[src/rtl/cache_pkg.sv]
// Shared types and constants for the 4-way, 8-set cache tag-store controller.
// Address split: tag = addr[11:7], set = addr[6:4], offset = addr[3:0].
package cache_pkg;
  localparam int ADDR_W   = 12;
  localparam int TAG_W    = 5;
  localparam int SET_W    = 3;
  localparam int OFFSET_W = 4;
  localparam int NUM_WAYS = 4;
  localparam int NUM_SETS = 8;
  localparam int WAY_W    = 2;

  typedef struct packed {
    logic             valid;
    logic [TAG_W-1:0] tag;
  } tag_entry_t;

  typedef logic [1:0]       age_t;
  typedef logic [WAY_W-1:0] way_t;

  typedef enum logic [1:0] {
    ST_IDLE,
    ST_LOOKUP,
    ST_MISS_WAIT,
    ST_FLUSH
  } ctrl_state_t;

  function automatic logic [TAG_W-1:0] tag_of(input logic [ADDR_W-1:0] addr);
    return addr[ADDR_W-1 -: TAG_W];
  endfunction

  function automatic logic [SET_W-1:0] set_of(input logic [ADDR_W-1:0] addr);
    return addr[OFFSET_W +: SET_W];
  endfunction
endpackage

[src/rtl/cache_if.sv]
// CPU request/response, line-fill and flush signals of the cache controller.
// The controller uses the slave modport; the CPU / fill-engine side uses master.
interface cache_if;
  import cache_pkg::*;

  logic              req_valid;
  logic              req_ready;
  logic [ADDR_W-1:0] req_addr;
  logic              req_we;
  logic              resp_valid;
  logic              resp_hit;
  way_t              resp_way;
  logic [SET_W-1:0]  resp_set;
  logic              fill_req;
  logic [ADDR_W-1:0] fill_addr;
  way_t              fill_way;
  logic              fill_done;
  logic              flush;
  logic              flush_done;

  modport master (
    output req_valid, req_addr, req_we, fill_done, flush,
    input  req_ready, resp_valid, resp_hit, resp_way, resp_set,
           fill_req, fill_addr, fill_way, flush_done
  );

  modport slave (
    input  req_valid, req_addr, req_we, fill_done, flush,
    output req_ready, resp_valid, resp_hit, resp_way, resp_set,
           fill_req, fill_addr, fill_way, flush_done
  );
endinterface

[src/rtl/cache_lru_age.sv]
// Age-based LRU for one set: next-age vector after touching a way, and victim
// choice (lowest-index invalid way, otherwise the way whose age is 3).
module cache_lru_age
  import cache_pkg::*;
(
  input  age_t [NUM_WAYS-1:0] ages,
  input  logic [NUM_WAYS-1:0] valid,
  input  way_t                touch_way,
  output age_t [NUM_WAYS-1:0] next_ages,
  output way_t                victim
);
  logic found;

  // NOTE: combinational blocks use blocking assignments and give every output a
  // default up front, so no path leaves a value held and no latch is inferred.
  always_comb begin
    next_ages = ages;
    for (int w = 0; w < NUM_WAYS; w++) begin
      if (way_t'(w) == touch_way)
        next_ages[w] = '0;
      else if (ages[w] < ages[touch_way])
        next_ages[w] = ages[w] + 2'd1;
    end

    victim = '0;
    found  = 1'b0;
    for (int w = 0; w < NUM_WAYS; w++) begin
      if (!found && !valid[w]) begin
        victim = way_t'(w);
        found  = 1'b1;
      end
    end
    if (!found) begin
      for (int w = 0; w < NUM_WAYS; w++) begin
        if (ages[w] == 2'd3) victim = way_t'(w);
      end
    end
  end
endmodule

[src/rtl/cache_ctrl.sv]
// Tag-store sequencer: lookup, read-miss line fill with LRU victim, write-through
// no-allocate writes, and an 8-cycle set-by-set flush. Holds tag/valid/age state only.
module cache_ctrl
  import cache_pkg::*;
(
  input logic    clk,
  input logic    rst,
  cache_if.slave bus
);
  ctrl_state_t         state;
  tag_entry_t          tag_mem [NUM_SETS][NUM_WAYS];
  age_t [NUM_WAYS-1:0] age_mem [NUM_SETS];

  logic [TAG_W-1:0]    cur_tag;
  logic [SET_W-1:0]    cur_set;
  logic                cur_we;
  logic [SET_W-1:0]    flush_cnt;

  logic [NUM_WAYS-1:0] valid_vec;
  logic [NUM_WAYS-1:0] hit_vec;
  logic                hit;
  way_t                hit_way;
  way_t                victim;
  way_t                touch_way;
  age_t [NUM_WAYS-1:0] next_ages;

  always_comb begin
    valid_vec = '0;
    hit_vec   = '0;
    hit       = 1'b0;
    hit_way   = '0;
    for (int w = 0; w < NUM_WAYS; w++) begin
      valid_vec[w] = tag_mem[cur_set][w].valid;
      hit_vec[w]   = tag_mem[cur_set][w].valid && (tag_mem[cur_set][w].tag == cur_tag);
    end
    for (int w = NUM_WAYS-1; w >= 0; w--) begin
      if (hit_vec[w]) begin
        hit     = 1'b1;
        hit_way = way_t'(w);
      end
    end
  end

  // A hit touches the matching way; a completed fill touches the registered victim.
  assign touch_way = (state == ST_MISS_WAIT) ? bus.fill_way : hit_way;

  cache_lru_age u_lru (
    .ages      (age_mem[cur_set]),
    .valid     (valid_vec),
    .touch_way (touch_way),
    .next_ages (next_ages),
    .victim    (victim)
  );

  always_ff @(posedge clk) begin
    if (rst) begin
      state          <= ST_IDLE;
      cur_tag        <= '0;
      cur_set        <= '0;
      cur_we         <= 1'b0;
      flush_cnt      <= '0;
      bus.req_ready  <= 1'b1;
      bus.resp_valid <= 1'b0;
      bus.resp_hit   <= 1'b0;
      bus.resp_way   <= '0;
      bus.resp_set   <= '0;
      bus.fill_req   <= 1'b0;
      bus.fill_addr  <= '0;
      bus.fill_way   <= '0;
      bus.flush_done <= 1'b0;
      // NOTE: the tag store is a small flop array, not a RAM macro, so resetting
      // every entry is legal and required to start all-invalid with ages = way index.
      for (int s = 0; s < NUM_SETS; s++) begin
        for (int w = 0; w < NUM_WAYS; w++) begin
          tag_mem[s][w] <= '0;
          age_mem[s][w] <= age_t'(w);
        end
      end
    end else begin
      bus.resp_valid <= 1'b0;
      bus.flush_done <= 1'b0;
      case (state)
        ST_IDLE: begin
          if (bus.flush) begin
            bus.req_ready <= 1'b0;
            flush_cnt     <= '0;
            state         <= ST_FLUSH;
          end else if (bus.req_valid && bus.req_ready) begin
            cur_tag       <= tag_of(bus.req_addr);
            cur_set       <= set_of(bus.req_addr);
            cur_we        <= bus.req_we;
            bus.req_ready <= 1'b0;
            state         <= ST_LOOKUP;
          end
        end
        ST_LOOKUP: begin
          if (hit || cur_we) begin
            if (hit) age_mem[cur_set] <= next_ages;
            bus.resp_valid <= 1'b1;
            bus.resp_hit   <= hit;
            bus.resp_way   <= hit ? hit_way : way_t'(0);
            bus.resp_set   <= cur_set;
            bus.req_ready  <= 1'b1;
            state          <= ST_IDLE;
          end else begin
            bus.fill_req  <= 1'b1;
            bus.fill_addr <= {cur_tag, cur_set, {OFFSET_W{1'b0}}};
            bus.fill_way  <= victim;
            state         <= ST_MISS_WAIT;
          end
        end
        ST_MISS_WAIT: begin
          if (bus.fill_done) begin
            tag_mem[cur_set][bus.fill_way] <= '{valid: 1'b1, tag: cur_tag};
            age_mem[cur_set] <= next_ages;
            bus.fill_req     <= 1'b0;
            bus.resp_valid   <= 1'b1;
            bus.resp_hit     <= 1'b0;
            bus.resp_way     <= bus.fill_way;
            bus.resp_set     <= cur_set;
            bus.req_ready    <= 1'b1;
            state            <= ST_IDLE;
          end
        end
        ST_FLUSH: begin
          for (int w = 0; w < NUM_WAYS; w++) tag_mem[flush_cnt][w].valid <= 1'b0;
          flush_cnt <= flush_cnt + 3'd1;
          if (flush_cnt == SET_W'(NUM_SETS-1)) begin
            bus.flush_done <= 1'b1;
            bus.req_ready  <= 1'b1;
            state          <= ST_IDLE;
          end
        end
        default: state <= ST_IDLE;
      endcase
    end
  end
endmodule

[src/flat_wrapper.sv]
// flat-port wrapper written by rule: the top's interface ports become plain ports
module cache_ctrl_flat import cache_pkg::*;
  (clk, rst, bus_req_valid, bus_req_addr, bus_req_we, bus_fill_done, bus_flush, bus_req_ready, bus_resp_valid, bus_resp_hit, bus_resp_way, bus_resp_set, bus_fill_req, bus_fill_addr, bus_fill_way, bus_flush_done);
  cache_if bus_i ();
  input logic clk;
  input logic rst;
  input wire logic [$bits(bus_i.req_valid)-1:0] bus_req_valid;
  input wire logic [$bits(bus_i.req_addr)-1:0] bus_req_addr;
  input wire logic [$bits(bus_i.req_we)-1:0] bus_req_we;
  input wire logic [$bits(bus_i.fill_done)-1:0] bus_fill_done;
  input wire logic [$bits(bus_i.flush)-1:0] bus_flush;
  output wire logic [$bits(bus_i.req_ready)-1:0] bus_req_ready;
  output wire logic [$bits(bus_i.resp_valid)-1:0] bus_resp_valid;
  output wire logic [$bits(bus_i.resp_hit)-1:0] bus_resp_hit;
  output wire logic [$bits(bus_i.resp_way)-1:0] bus_resp_way;
  output wire logic [$bits(bus_i.resp_set)-1:0] bus_resp_set;
  output wire logic [$bits(bus_i.fill_req)-1:0] bus_fill_req;
  output wire logic [$bits(bus_i.fill_addr)-1:0] bus_fill_addr;
  output wire logic [$bits(bus_i.fill_way)-1:0] bus_fill_way;
  output wire logic [$bits(bus_i.flush_done)-1:0] bus_flush_done;
  assign bus_i.req_valid = bus_req_valid;
  assign bus_i.req_addr = bus_req_addr;
  assign bus_i.req_we = bus_req_we;
  assign bus_i.fill_done = bus_fill_done;
  assign bus_i.flush = bus_flush;
  assign bus_req_ready = bus_i.req_ready;
  assign bus_resp_valid = bus_i.resp_valid;
  assign bus_resp_hit = bus_i.resp_hit;
  assign bus_resp_way = bus_i.resp_way;
  assign bus_resp_set = bus_i.resp_set;
  assign bus_fill_req = bus_i.fill_req;
  assign bus_fill_addr = bus_i.fill_addr;
  assign bus_fill_way = bus_i.fill_way;
  assign bus_flush_done = bus_i.flush_done;
  cache_ctrl u_core (.clk(clk), .rst(rst), .bus(bus_i));
endmodule
[config.mk]
export PLATFORM = sky130hd
export DESIGN_NAME = cache_ctrl_flat
export DESIGN_NICKNAME = d
export VERILOG_FILES = /design/src/rtl/cache_pkg.sv /design/src/rtl/cache_if.sv /design/src/rtl/cache_lru_age.sv /design/src/rtl/cache_ctrl.sv /design/src/flat_wrapper.sv
export SDC_FILE = /design/constraint.sdc
export NUM_CORES = 1
export LEC_CHECK = 0
export CAP_MARGIN = 40
export CORE_ASPECT_RATIO = 1.4
export CORE_MARGIN = 1.5
export CORE_UTILIZATION = 60
export CTS_CLUSTER_SIZE = 20
export DETAILED_ROUTE_END_ITERATION = 6
export PLACE_DENSITY = 0.77
export SETUP_SLACK_MARGIN = 0.2
export SLEW_MARGIN = 20
export SYNTH_ARGS = -nofsm -noshare
export SYNTH_HDL_FRONTEND = slang
export SYNTH_HIERARCHICAL = 1
export SYNTH_SLANG_ARGS = --single-unit
[constraint.sdc]
create_clock -name clk -period 10.8 [get_ports clk]
set_input_delay 1.62 -clock clk [delete_from_list [all_inputs] [get_ports clk]]
set_output_delay 1.62 -clock clk [all_outputs]
set_load 0.01 [all_outputs]
-- After elaboration in Yosys (flattened, before gate mapping)
Memories as Yosys holds them, arrays and structs flattened. A register that Yosys moved wholly into a read port is not among the register bits.
Cells that the tools add are included.
- bits in registers: 34
- memory bits (writable): 256
- bits of input ports: 18
- memories: 2
- $add $sub $neg: 5
- $lt $le $gt $ge: 7
- eq/ne operators: 21
- muxes and demuxes: 91
- bitwise logic cells: 5
- reduce and logical (&&, ||, !) cells: 30
- memory list (memory ; depth ; width ; rd ports ; clocked after memory_dff ; wr ports ; RTL line ; source):
    u_core.tag_mem ; 8 ; 24 ; 1 ; 1 ; 8 ; cache_ctrl.sv:11 ; tag_entry_t tag_mem [NUM_SETS][NUM_WAYS];
    u_core.age_mem ; 8 ; 8 ; 1 ; 1 ; 8 ; cache_ctrl.sv:12 ; age_t [NUM_WAYS-1:0] age_mem [NUM_SETS];
- operators by type and width (operator ; number):
    24-bit 2-to-1 mux ; 5
    2-bit 2-to-1 mux ; 29
    24-bit OR reduction ; 2
    1-bit 2-to-1 mux ; 34
    3-bit 2-to-1 mux ; 10
    5-bit == test ; 4
    8-bit 2-to-1 mux ; 2
    6-bit demux with 2-bit select ; 1
    2-bit == test, second input constant ; 6
    3-bit case mux with 2 select lines ; 2
    3-bit AND reduction ; 4
    1-bit logical AND ; 9
    2-bit by 1-bit adder with 2-bit output, second input constant ; 4
    2-bit < comparator ; 4
    2-bit case mux with 4 select lines ; 1
    8-bit OR reduction ; 1
    6-bit 2-to-1 mux ; 1
    2-bit inequality test, second input constant ; 3
    1-bit case mux with 2 select lines ; 3
    1-bit zero test ; 5
    2-bit binary-select mux with 2-bit select ; 1
    2-bit == test, first input constant ; 2
    2-bit zero test ; 2
    2-bit by 1-bit inequality test with 1-bit output, second input constant ; 2
    other kinds (18) ; 22

-- Logic depth before layout (Yosys ltp)
- word-level depth: 14
- depth in mapped cells: 20
- mapped depth without buffers: 15

-- Hierarchy
The synthesis kept the hierarchy.
- modules (own cells, without submodules) (module ; times used ; cells each ; area each (um^2)):
    cache_ctrl ; 1 ; 1109 ; 14097.3
    cache_lru_age ; 1 ; 70 ; 506.7

-- Worst setup path after synthesis
Ideal clock, no wire load.
- path type: reg2reg
- start point: register (tool-made name)
- end point: memory u_core/age_mem[0][1] (netlist name) (data pin)
- arrival time: 4.124 ns
- required time: 10.665 ns
- setup slack: 6.541 ns
- stages on the path, launching flop included: 21
- buffers on the path: 5
- clock period less this slack: 4.259 ns
- path through: dfxtp_1 -> buf_6 -> buf_12 -> buf_8 -> buf_6 -> mux2i_1 -> a22oi_1 -> a21o_1 -> a21oi_1 -> and4_1 -> a211oi_1 -> a211oi_1 -> buf_2 -> mux4_2 -> inv_1 -> ha_1 -> inv_1 -> a221oi_1 -> a211oi_1 -> mux2i_1 -> and3_1
- RTL lines (element ; RTL line):
    end, declared ; cache_ctrl.sv:12

==> metrics <==
Max Root-Sink Buffers=3; r2r endpoint=u_core/age_mem[0][1]$_SDFFCE_PN0P_; Post-Synthesis Cells=approximately 1200; Vias=9415; Avg WL per Cell=22.8 um; Mean Syn Cell Area=12.4 um2; core area=0.0239 mm2; Post-CTS Resized=0; Setup TNS=0 ps; multi-input logic area=~0.0057 mm2; Post-synth EDFFs=approximately 260; dpl cell area=0.0151 mm2; I/O pin cnt=42; fillers=between 1500 and 2000; clock sinks=293; Ys Warns=6; Max IR drop VDD=roughly 0.00016 V; gpl congestion=approximately 0.92; CP Capture Type=flop; CTS clock-pin slew for the worst setup and hold paths=70 ps; area grow syn2layout=10.3%; Hold/Removal Path Class=flop to flop; Worst Reg2Reg Path Length in Cells=17; period utilization=54.1%; Final Max Tran Viols=0; clk_lat worst skew=between 500 and 600 ps; share of post-route cells with drive strength above 1=between 10% and 20%; Seq/Total Area, Yosys=between 50% and 60%; Final ANT Viol Nets=0; final setup vio count=0; I/O Buffers=33; P per Cell Area=roughly 190 mW/mm2; antenna violations before repair=0; Pleak=0.00562 uW; Critical Setup Path Class=flop to flop; HP Start=u_core/cur_tag[0]$_SDFFE_PP0P_; Async SR Flop Fraction=0%; Starting Density=61.1%; RSZ-0062 raised after global routing=no; vias in the first global route=9496; NumNets Final=1209; Setup Buffers After CTS=0; worst-path fanout max=47; synthesized area=around 0.015 mm2; WL final=34400 um; Req. time, crit path=between 10000 and 15000 ps; flop2flop setup slack=4960 ps; highest clock rate=0.171 GHz; Die X=between 100 and 150 um; maximum number of pins on one net before global-route repair=79; synthesized flop and latch total=293; Max-slew headroom=42.1%; design area=between 0.015 and 0.02 mm2; post-synth cell types=64; # diodes=0; DRC viols=0; Worst Tran Pin Value=a little under 900 ps; post-route clock skew=between 10 and 15 ps; Hold Crit Depth=2; Die Y=188 um; CP Data Arrival Time=6240 ps; initial drt markers=808; final number of hold-violating endpoints=0; aggregate global-route resource usage=27.8%; detailed placer's ending HPWL=22600 um; die footprint=0.0253 mm2; outcome=completed; Tmin final=5840 ps; cts bufs inserted=28; Clock Tree Root=clkbuf_16; Max Cap Violations=0; global-route wire length before repair=53200 um; H-tree levels=1; Remaining Overflow, GRT=0; CTS tree=done; dominant synthesized flop cell=edfxtp_1; drt first pass iters=5; # hold bufs at CTS=0; Rows=67; crit path launch type=flop; hold path endpoint=u_core/cur_tag[0]$_SDFFE_PP0P_; register area=0.00843 mm2; vias per cell=6.24
[registers in the layout, indices dropped and copies added, names as in the netlist, 3 cells and up, named ones only]
signal / cells
u_core/age_mem: 64
u_core/bus.resp_set: 3
u_core/tag_mem: 192
u_core/cur_tag: 5
u_core/flush_cnt: 3
u_core/bus.fill_addr: 8
u_core/cur_set: 3
[routing by layer]
metal,part of all wire (%),track usage (%)
met1,37,32.3
met5,0,0
met4,4.2,13.2
met3,6.1,3.81
met2,53,50.4
[how the worst max path moves through the flow]
stage	from	to	cells past startpoint
global route	flop	u_core/age_mem[6][1]$_SDFFCE_PN0P_	17
floorplan	flop	u_core/age_mem[0][1]$_SDFFCE_PN0P_	20
global placement	flop	u_core/age_mem[4][1]$_SDFFCE_PN0P_	16
CTS	flop	u_core/age_mem[0][1]$_SDFFCE_PN0P_	17
finish	flop	u_core/age_mem[0][1]$_SDFFCE_PN0P_	17
detailed placement	flop	u_core/age_mem[4][1]$_SDFFCE_PN0P_	17
[cells in the final DEF, fill, tap and decap left out, drive strengths merged, types with 7 or more instances in the layout]
cell type and instances:
clkbuf 31, and3 40, mux2i 75, mux2 32, inv 16, nand3b 33
o21ai 87, a221oi 10, nand2b 7, clkinv 14, nand3 20, buf 24
o22ai 9, a21oi 45, nor2 64, a22oi 13, edfxtp 256, ha 14
nor3 7, clkdlybuf4s50 33, dfxtp 37, nand2 52, and2 162, mux4 28
a41o 8, nor2b 8
[critical path, cell delays in order (launching register included)]
cell	delay [ps]
dfxtp_4	830
buf_4	370
buf_16	310
mux2_2	390
o22ai_1	190
a221oi_1	90
xor2_1	190
nor4_2	710
a211oi_1	190
buf_4	220
mux4_2	420
inv_1	170
ha_1	290
inv_1	70
a221oi_1	50
a211oi_1	230
mux2i_1	660
and3_1	280
[Yosys cell counts, types with 28 or more instances]
master	instances	area share [%]
clkbuf_1	67	1.7
a21oi_1	45	1.5
mux4_2	28	4.3
mux2i_1	75	5.1
and2_1	162	6.9
and3_1	40	1.7
nand2_1	51	1.3
nand3b_1	33	1.7
dfxtp_1	37	5.1
nor2_1	63	1.6
edfxtp_1	256	53
o21ai_0	85	2.9
[where the power goes]
part / internal (uW) / switching [uW]
clock network: 635 / 425
logic: 284 / 457
registers: 1280 / 39.5
total: 2200 / 922
[stage by stage]
step	util (%)	cells	hold slack, ps	setup slack, ps	power, uW
2_1_floorplan	-	1182	454	6540	1860
3_3_place_gp	62.8	1447	448	4900	2050
3_5_place_dp	63.1	1454	463	5080	2070
4_1_cts	67.4	1506	465	5010	3130
5_1_grt	67.4	1509	490	4580	3240
6_report	67.4	1509	464	4960	3120
[cells by family (layout without fill, tap and decap cells)]
group | after synthesis | in the layout | share of synthesized area [%]
other cells | 1 | 4 | 0.0257
flops | 293 | 293 | 57.7
fa+ha+maj | 14 | 14 | 1.20
buf+inv | 110 | 127 | 3.65
compound gates | 208 | 208 | 8.99
xor+xnor | 11 | 11 | 0.660
mux | 135 | 135 | 12.0
simple gates | 407 | 407 | 15.8
[final cells by class]
cell class / instances / share of cell area (%)
clock inverter: 23 / 1.80
inverter: 16 / 0.373
multi-input combinational: 779 / 35.2
tap: 310 / 2.41
timing repair buffer: 59 / 3.35
sequential: 293 / 52.3
clock buffer: 29 / 4.50
No activity file was read; power rests on OpenSTA's default activity.
